==> src/rtl/rtc_regs_pkg.sv <==
// Shared register map and bank FSM encoding for the RTC time/date/timer register bank.
package rtc_regs_pkg;

  localparam int REG_SEC      = 0;
  localparam int REG_MIN      = 1;
  localparam int REG_HR       = 2;
  localparam int REG_DAY      = 3;
  localparam int REG_MONTH    = 4;
  localparam int REG_YEAR     = 5;
  localparam int REG_TMR_SEC  = 6;
  localparam int REG_TMR_MIN  = 7;
  localparam int REG_TMR_HR   = 8;
  localparam int NUM_RTC_REGS = 9;

  typedef enum logic [1:0] {
    ST_IDLE   = 2'd0,
    ST_STAGED = 2'd1,
    ST_COMMIT = 2'd2
  } bank_state_e;

endpackage

==> src/rtl/shadow_reg_bank.sv <==
// Shadow/active register bank: writes stage into a shadow copy, and a commit copies
// every shadow register into the active outputs on a single edge so readers never see torn fields.
module shadow_reg_bank
  import rtc_regs_pkg::*;
#(
  parameter int DATA_W   = 8,
  parameter int NUM_REGS = NUM_RTC_REGS,
  parameter int ADDR_W   = 4
) (
  input  logic                         clk,
  input  logic                         reset,
  input  logic                         wr_valid,
  output logic                         wr_ready,
  input  logic [ADDR_W-1:0]            wr_addr,
  input  logic [DATA_W-1:0]            wr_data,
  input  logic                         commit,
  input  logic                         discard,
  output logic                         commit_done,
  output logic                         wr_err,
  output logic [NUM_REGS-1:0]          dirty,
  input  logic [ADDR_W-1:0]            rd_addr,
  output logic [DATA_W-1:0]            rd_data,
  output logic [NUM_REGS*DATA_W-1:0]   active_flat
);

  bank_state_e r_state;
  bank_state_e w_state_nxt;

  logic                r_commit_done;
  logic                r_wr_err;
  logic [DATA_W-1:0]   r_rd_data;
  logic [DATA_W-1:0]   w_rd_mux;
  logic [DATA_W-1:0]   w_active [NUM_REGS];
  logic [NUM_REGS-1:0] w_wr_hit;
  logic                w_accept;
  logic                w_wr_in_range;
  logic                w_in_commit;
  logic                w_discard;

  assign w_in_commit   = (r_state == ST_COMMIT);
  assign wr_ready      = ~w_in_commit;
  assign w_accept      = wr_valid & wr_ready;
  assign w_wr_in_range = |w_wr_hit;
  // Commit beats discard when both arrive together.
  assign w_discard     = discard & ~commit;

  for (genvar i = 0; i < NUM_REGS; i++) begin : g_reg
    logic [DATA_W-1:0] r_shadow;
    logic [DATA_W-1:0] r_active;
    logic              r_dirty;

    assign w_wr_hit[i] = w_accept & (wr_addr == ADDR_W'(i));

    // NOTE: every storage element is cleared by reset; this bank is small flops, not a RAM macro,
    // so a reset value costs nothing and keeps active outputs defined from the first cycle.
    always_ff @(posedge clk) begin
      if (reset) begin
        r_shadow <= '0;
        r_active <= '0;
        r_dirty  <= 1'b0;
      end else if (w_in_commit) begin
        r_active <= r_shadow;
        r_dirty  <= 1'b0;
      end else if (w_discard) begin
        r_shadow <= r_active;
        r_dirty  <= 1'b0;
      end else if (w_wr_hit[i]) begin
        r_shadow <= wr_data;
        r_dirty  <= 1'b1;
      end
    end

    assign w_active[i]                       = r_active;
    assign active_flat[i*DATA_W +: DATA_W]   = r_active;
    assign dirty[i]                          = r_dirty;
  end

  always_comb begin
    w_state_nxt = r_state;
    unique case (r_state)
      ST_IDLE: begin
        if (commit)                          w_state_nxt = ST_COMMIT;
        else if (w_wr_in_range && !discard)  w_state_nxt = ST_STAGED;
      end
      ST_STAGED: begin
        if (commit)       w_state_nxt = ST_COMMIT;
        else if (discard) w_state_nxt = ST_IDLE;
      end
      ST_COMMIT: w_state_nxt = ST_IDLE;
      default:   w_state_nxt = ST_IDLE;
    endcase
  end

  // Out-of-range read addresses match no register and fall through to zero.
  always_comb begin
    w_rd_mux = '0;
    for (int i = 0; i < NUM_REGS; i++) begin
      if (rd_addr == ADDR_W'(i)) w_rd_mux = w_active[i];
    end
  end

  // NOTE: sequential state uses non-blocking assignments so every flop samples pre-edge values.
  always_ff @(posedge clk) begin
    if (reset) begin
      r_state       <= ST_IDLE;
      r_commit_done <= 1'b0;
      r_wr_err      <= 1'b0;
      r_rd_data     <= '0;
    end else begin
      r_state       <= w_state_nxt;
      r_commit_done <= w_in_commit;
      r_wr_err      <= w_accept & ~w_wr_in_range;
      r_rd_data     <= w_rd_mux;
    end
  end

  assign commit_done = r_commit_done;
  assign wr_err      = r_wr_err;
  assign rd_data     = r_rd_data;

endmodule
==> config.mk <==
export PLATFORM = sky130hd
export DESIGN_NAME = shadow_reg_bank
export DESIGN_NICKNAME = d
export VERILOG_FILES = /design/src/rtl/rtc_regs_pkg.sv /design/src/rtl/shadow_reg_bank.sv
export SDC_FILE = /design/constraint.sdc
export NUM_CORES = 1
export LEC_CHECK = 0
export ABC_AREA = 1
export CAP_MARGIN = 0
export CORE_ASPECT_RATIO = 0.7
export CORE_UTILIZATION = 40
export CTS_CLUSTER_SIZE = 16
export DETAILED_ROUTE_END_ITERATION = 7
export SYNTH_ARGS = -nofsm -noshare
export SYNTH_HDL_FRONTEND = slang
export SYNTH_SLANG_ARGS = --single-unit
==> constraint.sdc <==
create_clock -name clk -period 3.09 [get_ports clk]
set_input_delay 0.4635 -clock clk [delete_from_list [all_inputs] [get_ports clk]]
set_output_delay 0.4635 -clock clk [all_outputs]
set_load 0.01 [all_outputs]
# [Word-level counts from Yosys, hierarchy flattened]
# Cells that the tools add are included.
[word_totals] register_bits=165 inputBits=21 out_inout_bits=92 wordCells=124
[classes] n_eq_ne=20 mux=32 bitwise=15 reduce_logical=26
[op_table] op="$mux W8" n=27
[op_table] op="$eq A4 B3 Y1 const B" n=8
[op_table] op="$reduce_and A2 Y1" n=10
[op_table] op="$reduce_bool A2 Y1" n=9
[op_table] op="$eq A4 B2 Y1 const B" n=4
[op_table] op="$and A1 B1 Y1" n=12
[op_table] op="$reduce_or A9 Y1" n=1
[op_table] op="$eq A4 B1 Y1 const B" n=2
[op_table] op="$eq A4 B4 Y1 const B" n=2
[op_table] op="$logic_not A4 Y1" n=2
[op_table] op="$mux W2" n=4
[op_table] op="$ne A3 B3 Y1 const B" n=2
[op_table] op="$pmux W2 S2" n=1
[op_table] op="$not A1 Y1" n=3
[op_table] op="$reduce_or A3 Y1" n=1
[op_table] op="$eq A2 B1 Y1 const B" n=1
[op_table] op="$eq A2 B2 Y1 const B" n=1
[op_table] op="$logic_not A2 Y1" n=1
[op_table] op="$logic_and A1 B1 Y1" n=1
[op_table] op="$logic_not A1 Y1" n=1

# [Logic depth before layout (Yosys ltp)]
# Gate-level depths: netlist of run 1.
[logic_depth] ltp_word=10 mapped_depth=10

# [Least setup slack after synthesis of run 1]
# OpenSTA, ideal clock, no wires.
[synth_path] path_kind="input to register" from="input port discard" to="register g_reg[2].r_shadow[6]" setup_ps=119 arrival_time_ps=1344 required_ps=2971 path_slack_ps=1627 path_stages=7 path_buffers=3 cell_sequence="buf_4 -> nand2_4 -> buf_4 -> clkbuf_1 -> o21ai_0 -> o21ai_0 -> a21oi_1"
[synth_between] elab_chain_cells=3
[synth_lines] item="from (decl)" line="shadow_reg_bank.sv:17" rtl="input logic discard,"
[synth_lines] item="$and A1 B1 Y1 *" line="shadow_reg_bank.sv:45" rtl="assign w_discard = discard & ~commit;"
[synth_lines] item="$reduce_bool A2 Y1 (no source line)"
[synth_lines] item="$reduce_and A2 Y1 (no source line)"
[synth_lines] item="to (signal assigned)" line="shadow_reg_bank.sv:65" rtl="r_shadow <= r_active;"
[synth_lines] item="to (signal assigned)" line="shadow_reg_bank.sv:68" rtl="r_shadow <= wr_data;"
[synth_lines] item="to (decl)" line="shadow_reg_bank.sv:48" rtl="logic [DATA_W-1:0] r_shadow;"
# Every way passes the cells marked *; elsewhere a longest branch is shown, timed or not.
# A chain may end at the register's enable or synchronous reset.

# [Worst setup path after layout of run 1]
[layout_path] from="input port discard" to="register g_reg[8].r_shadow[3]"
[layout_between] elab_chain_cells=3
[layout_lines] item="$and A1 B1 Y1 *" line="shadow_reg_bank.sv:45"
[layout_lines] item="$reduce_bool A2 Y1 (no source line)"
[layout_lines] item="$reduce_and A2 Y1 (no source line)"
[layout_lines] item="to (signal assigned)" line="shadow_reg_bank.sv:65"
[layout_lines] item="to (signal assigned)" line="shadow_reg_bank.sv:68"
[layout_lines] item="to (decl)" line="shadow_reg_bank.sv:48"
# Marks and branches as above.

==> flow_summary.toml, run 1 <==
[worst_setup_path]
path_class = "input port to flip-flop"
worstPathCellList = "clkdlybuf4s50_1, nand2_4, nand2_1, o21ai_0, o21ai_0, a21oi_1"
crit_top_cell = "o21ai_0"
cpPeakStageDelay_ns = 0.69
cp_slowest_cell = "clkdlybuf4s50_1"
critPathMaxFanout = 34
r2r_slack_ns = 1.49
worstPathRequired_ns = 3.39
crit_arrival_ns = 2.44
cp-end-kind = "flip-flop"
startpoint_type = "input port"

[grt]
grt_pass1_wl_um = 32300
met1_usage = 0.385
first_global_vias = 5602
antenna_found_initial = 1
gr-usage-met3 = 0.0469
grt_usage = 0.247
grt_max_degree = 67
met2_usage = 0.336
grt_overflow = 0
busiest_layer = "met1"

[synth]
ys_seq_area_frac = 0.487
syn_nets = 898
synth_top_family_by_area = "compound AO/OA/AOI/OAI gates"
synthSimpleGateAreaFrac = 0.125
synth_compound_area_frac = 0.245
netlist_area_mm2 = 0.00678
yosysMostFrequentCell = "dfxtp_1"
synthDistinctLibCells = 29
synth_mux_area_frac = 0
synthFlopType = "dfxtp_1"
synth_edf_count = 0
netlist_instances = 877
synth_seq_cells = 165
syn_avg_cell_area_um2 = 7.73
synth_adder_area_share = 0
ys_top_cells_by_area = "dfxtp_1, o21ai_0, inv_1"
synth_top_cell_by_area = "dfxtp_1"
async_reset_ff_frac = 0
yosys_warnings = 0
synth_top_cell_area_share = 0.487
synthXorXnorAreaFrac = 0
synth_common_cells = "dfxtp_1, inv_1, o21ai_0"

[timing]
max_freq_mhz = 467
slew_violations = 0
worst_pin_slew_ns = 0.526
setup_tns_ns = 0
period_needed_ns = 2.14
fin_crit_sh = 0.693
skew_ns = 0.0124
fin_ws_ns = 0.948
rsz0062_at_grt = "no"
holdWs_ns = 0.446
hold_viol = 0
setup_viol = 0
slew_headroom = 0.649

[drt]
wirelength_um = 21000
dr_total_vias = 6293
wire_per_inst_um = 17.5
drt_iter0_markers = 561
first_pass_iters = 5
vias_per_cell = 5.23
ant_nets = 0
drc = 0

[die]
num_io_pins = 113
core_mm2 = 0.0164
die-width_um = 158
start_util = 0.412
die_y_um = 111
rows = 39
dieArea_mm2 = 0.0175

[power]
power_leakage_nw = 3.10
report.power.total_mw = 4.90
p_per_area_mw_per_mm2 = 573
ir_drop_mv = 0.334

[placed_design]
io_buffers = 112
hpwl_um = 14500
dpl_cell_area_mm2 = 0.00797
post-place-ws_ns = 0.506
gp_congestion = 0.843
place_inst = 1173

[clock_network]
numCtsBuffers = 17
cts_htree_levels = 4
clkLatencyLatePin_ns = 0.43
cts_root_buffer = "clkbuf_16"
cts_tree = "built"
holdBufCountCts = 0
clock-sinks = 165
postCtsSetupRepairBufs = 0
cts_resized = 0
path_clk_slew_ns = 0.07
cts_buffer_depth = 2

[final_layout]
final_util = 0.521
postLayoutCellArea_mm2 = 0.00856
antenna_cells = 0
drive_above_1_share = 0.0827
fin_nets = 988
fin_cells = 1204
area_growth_pct = 26.2
fillers = 1627

[run_status]
status = "finished, final reports clean"

[run]
cap_viol_max_count = 0

[worst_hold_path]
hold_class = "flip-flop to flip-flop"
==> worst max-delay path, delay by kind of cell <==
kind	cells	cell delay, ns
and+or+nand+nor	2	0.81
buffers and inverters	1	0.69
AOI/OAI and AO/OA	3	0.46
==> routing by layer <==
layer,vias up,wire [um]
met5,-,0
met4,0,308
met3,29,1490
met2,233,8750
met1,2959,10500
li1,3072,-
==> state kept, by name, summed over array words and instances, names as in the netlist <==
signal and cells:
commit_done 1, g.r_dirty 9, r_state 2, g.r_active 72, wr_err 1, g.r_shadow 72
rd_data 8
==> path summary, 6_finish.rpt <==
check                             from                    to  depth (start not counted)
setup / recovery               discard  g_reg[8].r_shadow[3]                          6
setup reg to reg            r_state[0]  g_reg[1].r_shadow[7]                          9
hold reg to reg   g_reg[0].r_shadow[6]  g_reg[0].r_active[6]                          2
hold / removal    g_reg[0].r_shadow[6]  g_reg[0].r_active[6]                          2
==> final cells by class <==
type	count	area, um2	area share
Multi-Input combinational cell	483	2510	0.293
Clock inverter	13	148	0.0172
Sequential cell	165	3300	0.386
Tap cell	225	282	0.0329
Inverter	177	664	0.0776
Clock buffer	18	439	0.0513
Timing Repair Buffer	123	1220	0.142
==> cells in the final DEF, fill, tap and decap left out, drive strengths merged, types with 3 or more instances in the layout <==
cell type / synthesis / layout
nor3: 9 / 9
a21oi: 79 / 79
inv: 177 / 181
o21ai: 156 / 156
nand4: 4 / 4
nor2: 44 / 44
nand3: 45 / 45
clkdlybuf4s50: 0 / 112
buf: 33 / 11
o22ai: 66 / 66
a31oi: 7 / 7
clkinv: 0 / 4
nand2: 71 / 71
dfxtp: 165 / 165
clkbuf: 19 / 18
clkinvlp: 0 / 3
==> kinds of logic after synthesis <==
logic type             Yosys count
buffers and inverters          229
and+or+nand+nor                174
DFF                            165
AOI/OAI and AO/OA              309
==> power breakdown <==
group	internal, mW	total, mW	switching [mW]
combinational	0.180	0.505	0.325
clock	1.22	2.12	0.897
sequential	2.23	2.28	0.0500
(Power assumes the default switching activity.)
==> run 2: changes to the inputs <==
- PLACE_DENSITY: default -> 0.65
- clock period: 3.09 -> 1.7 ns (I/O delays scaled with it)
==> flow_summary.toml, run 2 (synthesis gave the netlist of run 1 again) <==
[die]
start_util = 0.412
num_io_pins = 113
rows = 39
die-width_um = 158
dieArea_mm2 = 0.0175
die_y_um = 111
core_mm2 = 0.0164

[drt]
drt_iter0_markers = 715
dr_total_vias = 6514
wire_per_inst_um = 17.0
wirelength_um = 21500
first_pass_iters = 5
vias_per_cell = 5.17
drc = 0
ant_nets = 0

[timing]
worst_pin_slew_ns = 0.362
fin_crit_sh = 0.995
hold_viol = 0
max_freq_mhz = 591
period_needed_ns = 1.69
slew_headroom = 0.758
slew_violations = 0
rsz0062_at_grt = "no"
setup_viol = 0
setup_tns_ns = 0
skew_ns = 0.00593
holdWs_ns = 0.450

[final_layout]
final_common_cell = "inv_1"
fillers = 1574
area_growth_pct = 35.8
final_cell_mix = "inv_1, dfxtp_1, o21ai_0"
biggestRegsByFlops = "g.r_active x72, g.r_shadow x72, g.r_dirty x9"
multi_input_area_mm2 = 0.00252
drive_above_1_share = 0.144
regArea_mm2 = 0.00332
antenna_cells = 0
fin_nets = 1045
fin_cells = 1261

[grt]
antenna_found_initial = 0
grt_usage = 0.252
grt_max_degree = 49
grt_overflow = 0
first_global_vias = 5783
grt_pass1_wl_um = 32900

[power]
ir_drop_mv = 0.664
p_per_area_mw_per_mm2 = 982
power_leakage_nw = 3.64

[placed_design]
gp_congestion = 0.894
place_inst = 1230
hpwl_um = 15300
io_buffers = 112

[worst_setup_path]
reg2regPathDepth = 9
r2r-start = "r_state[0]"
crit_arrival_ns = 1.44
path_depth = 1
path_buf_inv = 1
startpoint = "g_reg[4].r_active[3]"
crit_end = "active_flat[35]"
critPathMaxFanout = 3
worstPathCellList = "clkdlybuf4s50_1"
path_class = "flip-flop to output pin"
startpoint_type = "flip-flop"
r2r-end = "g_reg[2].r_shadow[5]"
critical-path-top-delay-family = "buffers and inverters"
worstPathRequired_ns = 1.44
cp-end-kind = "output pin"
cp_slowest_cell = "clkdlybuf4s50_1"
r2r_slack_ns = 0.14
cpPeakStageDelay_ns = 0.58

[clock_network]
path_clk_slew_ns = 0.06
cts_tree = "built"
cts_root_buffer = "clkbuf_16"
cts_htree_levels = 4
clock-sinks = 165
numCtsBuffers = 17
clkLatencyLatePin_ns = 0.42
cts_buffer_depth = 2
postCtsSetupRepairBufs = 0

[worst_hold_path]
hold_class = "flip-flop to flip-flop"

[run]
cap_viol_max_count = 0

[run_status]
status = "finished, final reports clean"
[run 2: changes by cell type in the layout (fill, tap and decap cells not counted), moves of 3 or more]
cell	before	now
clkdlybuf4s50_1	112	100
buf_12	1	16
buf_4	10	52
dfxtp_1	165	154
inv_6	3	0
clkinv_2	2	6
dfxtp_2	0	11
dlymetal6s2s_1	0	10
[run 2: how the worst min path moves through the flow]
stage	end	slack, ns	cells after the start	from
4_1_cts	g_reg[0].r_active[6]	0.45	2	g_reg[0].r_shadow[6]
3_5_place_dp	g_reg[6].r_active[5]	0.44	2	g_reg[6].r_shadow[5]
2_1_floorplan	r_state[0]	0.41	3	commit
3_3_place_gp	g_reg[6].r_active[2]	0.43	2	g_reg[6].r_shadow[2]
6_report	g_reg[0].r_active[6]	0.45	2	g_reg[0].r_shadow[6]
5_1_grt	g_reg[5].r_shadow[5]	0.46	2	g_reg[5].r_shadow[5]
[run 2: stage by stage]
| step | setup WS (ns) | util | area [um2] | total power [mW] |
|---|---|---|---|---|
| final | 0.00818 | 0.560 | 9210 | 9.04 |
| after floorplan | 0.375 | - | 6780 | 4.78 |
| after global routing | 0.00190 | 0.560 | 9210 | 9.35 |
| after global placement | -0.191 | 0.522 | 8590 | 5.28 |
| after detailed placement | -0.165 | 0.522 | 8590 | 5.29 |
| after CTS | 0.00402 | 0.557 | 9170 | 9.05 |
[run 2: layer usage]
metal / global-route usage / share of wire / vias up
met5: 0 / 0 / -
met4: 0.0841 / 0.017 / 0
met3: 0.0504 / 0.089 / 23
met2: 0.341 / 0.41 / 294
met1: 0.390 / 0.48 / 3015
li1: - / - / 3182
[run 2: area by class of cell]
class / instances / share of cell area
clock buffers: 21 / 0.0511
clock inverters: 10 / 0.0114
inverters: 177 / 0.0721
multi-input cells: 483 / 0.273
flip-flops and latches: 165 / 0.360
well taps: 225 / 0.0306
repair buffers: 180 / 0.201
[run 2: power breakdown]
group	internal (mW)	switching (mW)	leakage (nW)	total, mW
registers	4.06	0.0917	1.35	4.15
clock network	2.26	1.55	0.284	3.81
logic	0.457	0.628	2.01	1.09
total	6.77	2.27	3.64	9.04
[run 2: timing repair]
item                                    in CTS  in global routing
resized for setup                            4                 23
endpoints found under the setup margin       4                 26
hold buffers                                 0                  0
==> run 3: changes to the inputs <==
- CORE_MARGIN: default -> 2
- SKIP_LAST_GASP: default -> 1
==> flow_summary.toml, run 3 (synthesis gave the netlist of run 1 again) <==
[die]
start_util = 0.412
die-width_um = 160
rows = 39
num_io_pins = 113
dieArea_mm2 = 0.0180
core_mm2 = 0.0164
die_y_um = 113

[worst_setup_path]
r2r-start = "r_state[0]"
critical-path-top-delay-family = "buffers and inverters"
reg2regPathDepth = 9
cp_slowest_cell = "clkdlybuf4s50_1"
r2r_slack_ns = 0.15
worstPathRequired_ns = 1.44
startpoint_type = "flip-flop"
critPathMaxFanout = 3
path_buf_inv = 1
r2r-end = "g_reg[1].r_shadow[2]"
cpPeakStageDelay_ns = 0.57
worstPathCellList = "clkdlybuf4s50_1"
cp-end-kind = "output pin"
crit_arrival_ns = 1.42
path_class = "flip-flop to output pin"

[final_layout]
fin_nets = 1046
antenna_cells = 0
fillers = 1525
final_common_cell = "inv_1"
postLayoutCellArea_mm2 = 0.00925
drive_above_1_share = 0.148
area_growth_pct = 36.3
biggestRegsByFlops = "g.r_active x72, g.r_shadow x72, g.r_dirty x9"
regArea_mm2 = 0.00332
multi_input_area_mm2 = 0.00252
final_cell_mix = "inv_1, dfxtp_1, o21ai_0"

[grt]
antenna_found_initial = 0
grt_pass1_wl_um = 32300
grt_usage = 0.233
first_global_vias = 5742
grt_max_degree = 47
grt_overflow = 0

[clock_network]
holdBufCountCts = 0
cts_root_buffer = "clkbuf_16"
cts_htree_levels = 4
numCtsBuffers = 17
cts_buffer_depth = 2
path_clk_slew_ns = 0.06
clock-sinks = 165
clkLatencyLatePin_ns = 0.43
postCtsSetupRepairBufs = 0
cts_tree = "built"

[placed_design]
dpl_cell_area_mm2 = 0.00861
gp_congestion = 0.896
hpwl_um = 15100
io_buffers = 112

[power]
intPower_mw = 6.94
switchingPower_mw = 2.25
p_per_area_mw_per_mm2 = 993
pwr-share-seq = 0.452
ir_drop_mv = 0.535
combinationalPowerShare = 0.118
clock_power_share = 0.430
sw_frac_of_total = 0.245
power_leakage_nw = 3.56

[timing]
slew_headroom = 0.737
worst_pin_slew_ns = 0.394
fin_crit_sh = 0.982
skew_ns = 0.00832
max_freq_mhz = 599
hold_viol = 0
holdWs_ns = 0.450
setup_viol = 0
slew_violations = 0
period_needed_ns = 1.67

[drt]
ant_nets = 0
wirelength_um = 21200
first_pass_iters = 5
drc = 0
dr_total_vias = 6485
wire_per_inst_um = 16.8
vias_per_cell = 5.14
drt_iter0_markers = 690

[worst_hold_path]
hold_class = "flip-flop to flip-flop"
min_to = "g_reg[6].r_active[2]"
hold_path_depth = 2
min_from = "g_reg[6].r_shadow[2]"

[run]
cap_viol_max_count = 0

[run_status]
status = "finished, final reports clean"
==> run 3: cell count changes in the layout (fill, tap and decap cells not counted), moves of 2 or more <==
cell / previous run / this run
clkinv_2: 6 / 2
clkdlybuf4s50_1: 100 / 105
dfxtp_2: 11 / 15
dlymetal6s2s_1: 10 / 5
dfxtp_1: 154 / 150
clkbuf_1: 1 / 3
==> run 3: layer usage <==
metal / share of wire / vias to the layer above / GRT usage
met5: 0 / - / 0
met4: 0.016 / 0 / 0.0691
met3: 0.080 / 22 / 0.0491
met2: 0.42 / 287 / 0.328
met1: 0.49 / 2987 / 0.353
li1: - / 3189 / -
==> run 3: cell type report <==
cell class | instances | share of cell area
Clock buffer | 23 | 0.0517
Clock inverter | 8 | 0.0134
Inverter | 177 | 0.0718
Multi-Input combinational cell | 483 | 0.272
Sequential cell | 165 | 0.359
Tap cell | 225 | 0.0304
Timing Repair Buffer | 181 | 0.201
==> run 3: power by group through the flow <==
stage               Sequential, mW  Clock, mW  Combinational (mW)
floorplan                     4.22          0               0.555
finish                        4.15       3.95                1.08
global placement              4.23          0                1.05
detailed placement            4.23          0                1.06
global route                  4.16       4.15                1.18
CTS                           4.15       3.99                1.07
==> run 3: stage by stage <==
step           power, mW  instances   util  worst slack (ns)  TNS (ns)
2_1_floorplan       4.78        877      -             0.375         0
3_3_place_gp        5.28       1231  0.524            -0.276     -4.35
3_5_place_dp        5.29       1231  0.524            -0.260     -5.37
4_1_cts             9.20       1262  0.560           0.00260         0
5_1_grt             9.50       1262  0.562          -0.00180  -0.00180
6_report            9.19       1262  0.562            0.0299         0
==> run 3: how the worst max path moves through the flow <==
stage	cells past startpoint	endpoint	startpoint
finish	1	active_flat[68]	g_reg[8].r_active[4]
global route	9	g_reg[1].r_shadow[7]	r_state[0]
CTS	1	active_flat[44]	g_reg[5].r_active[4]
detailed placement	10	rd_data[2]	rd_addr[1]
global placement	10	rd_data[2]	rd_addr[1]
floorplan	10	g_reg[0].r_shadow[3]	r_state[0]
==> run 3: timing repair <==
item                       4_1_cts  5_1_grt
setup endpoints to repair        3       24
cloned                           0        0
resized for setup                3       22
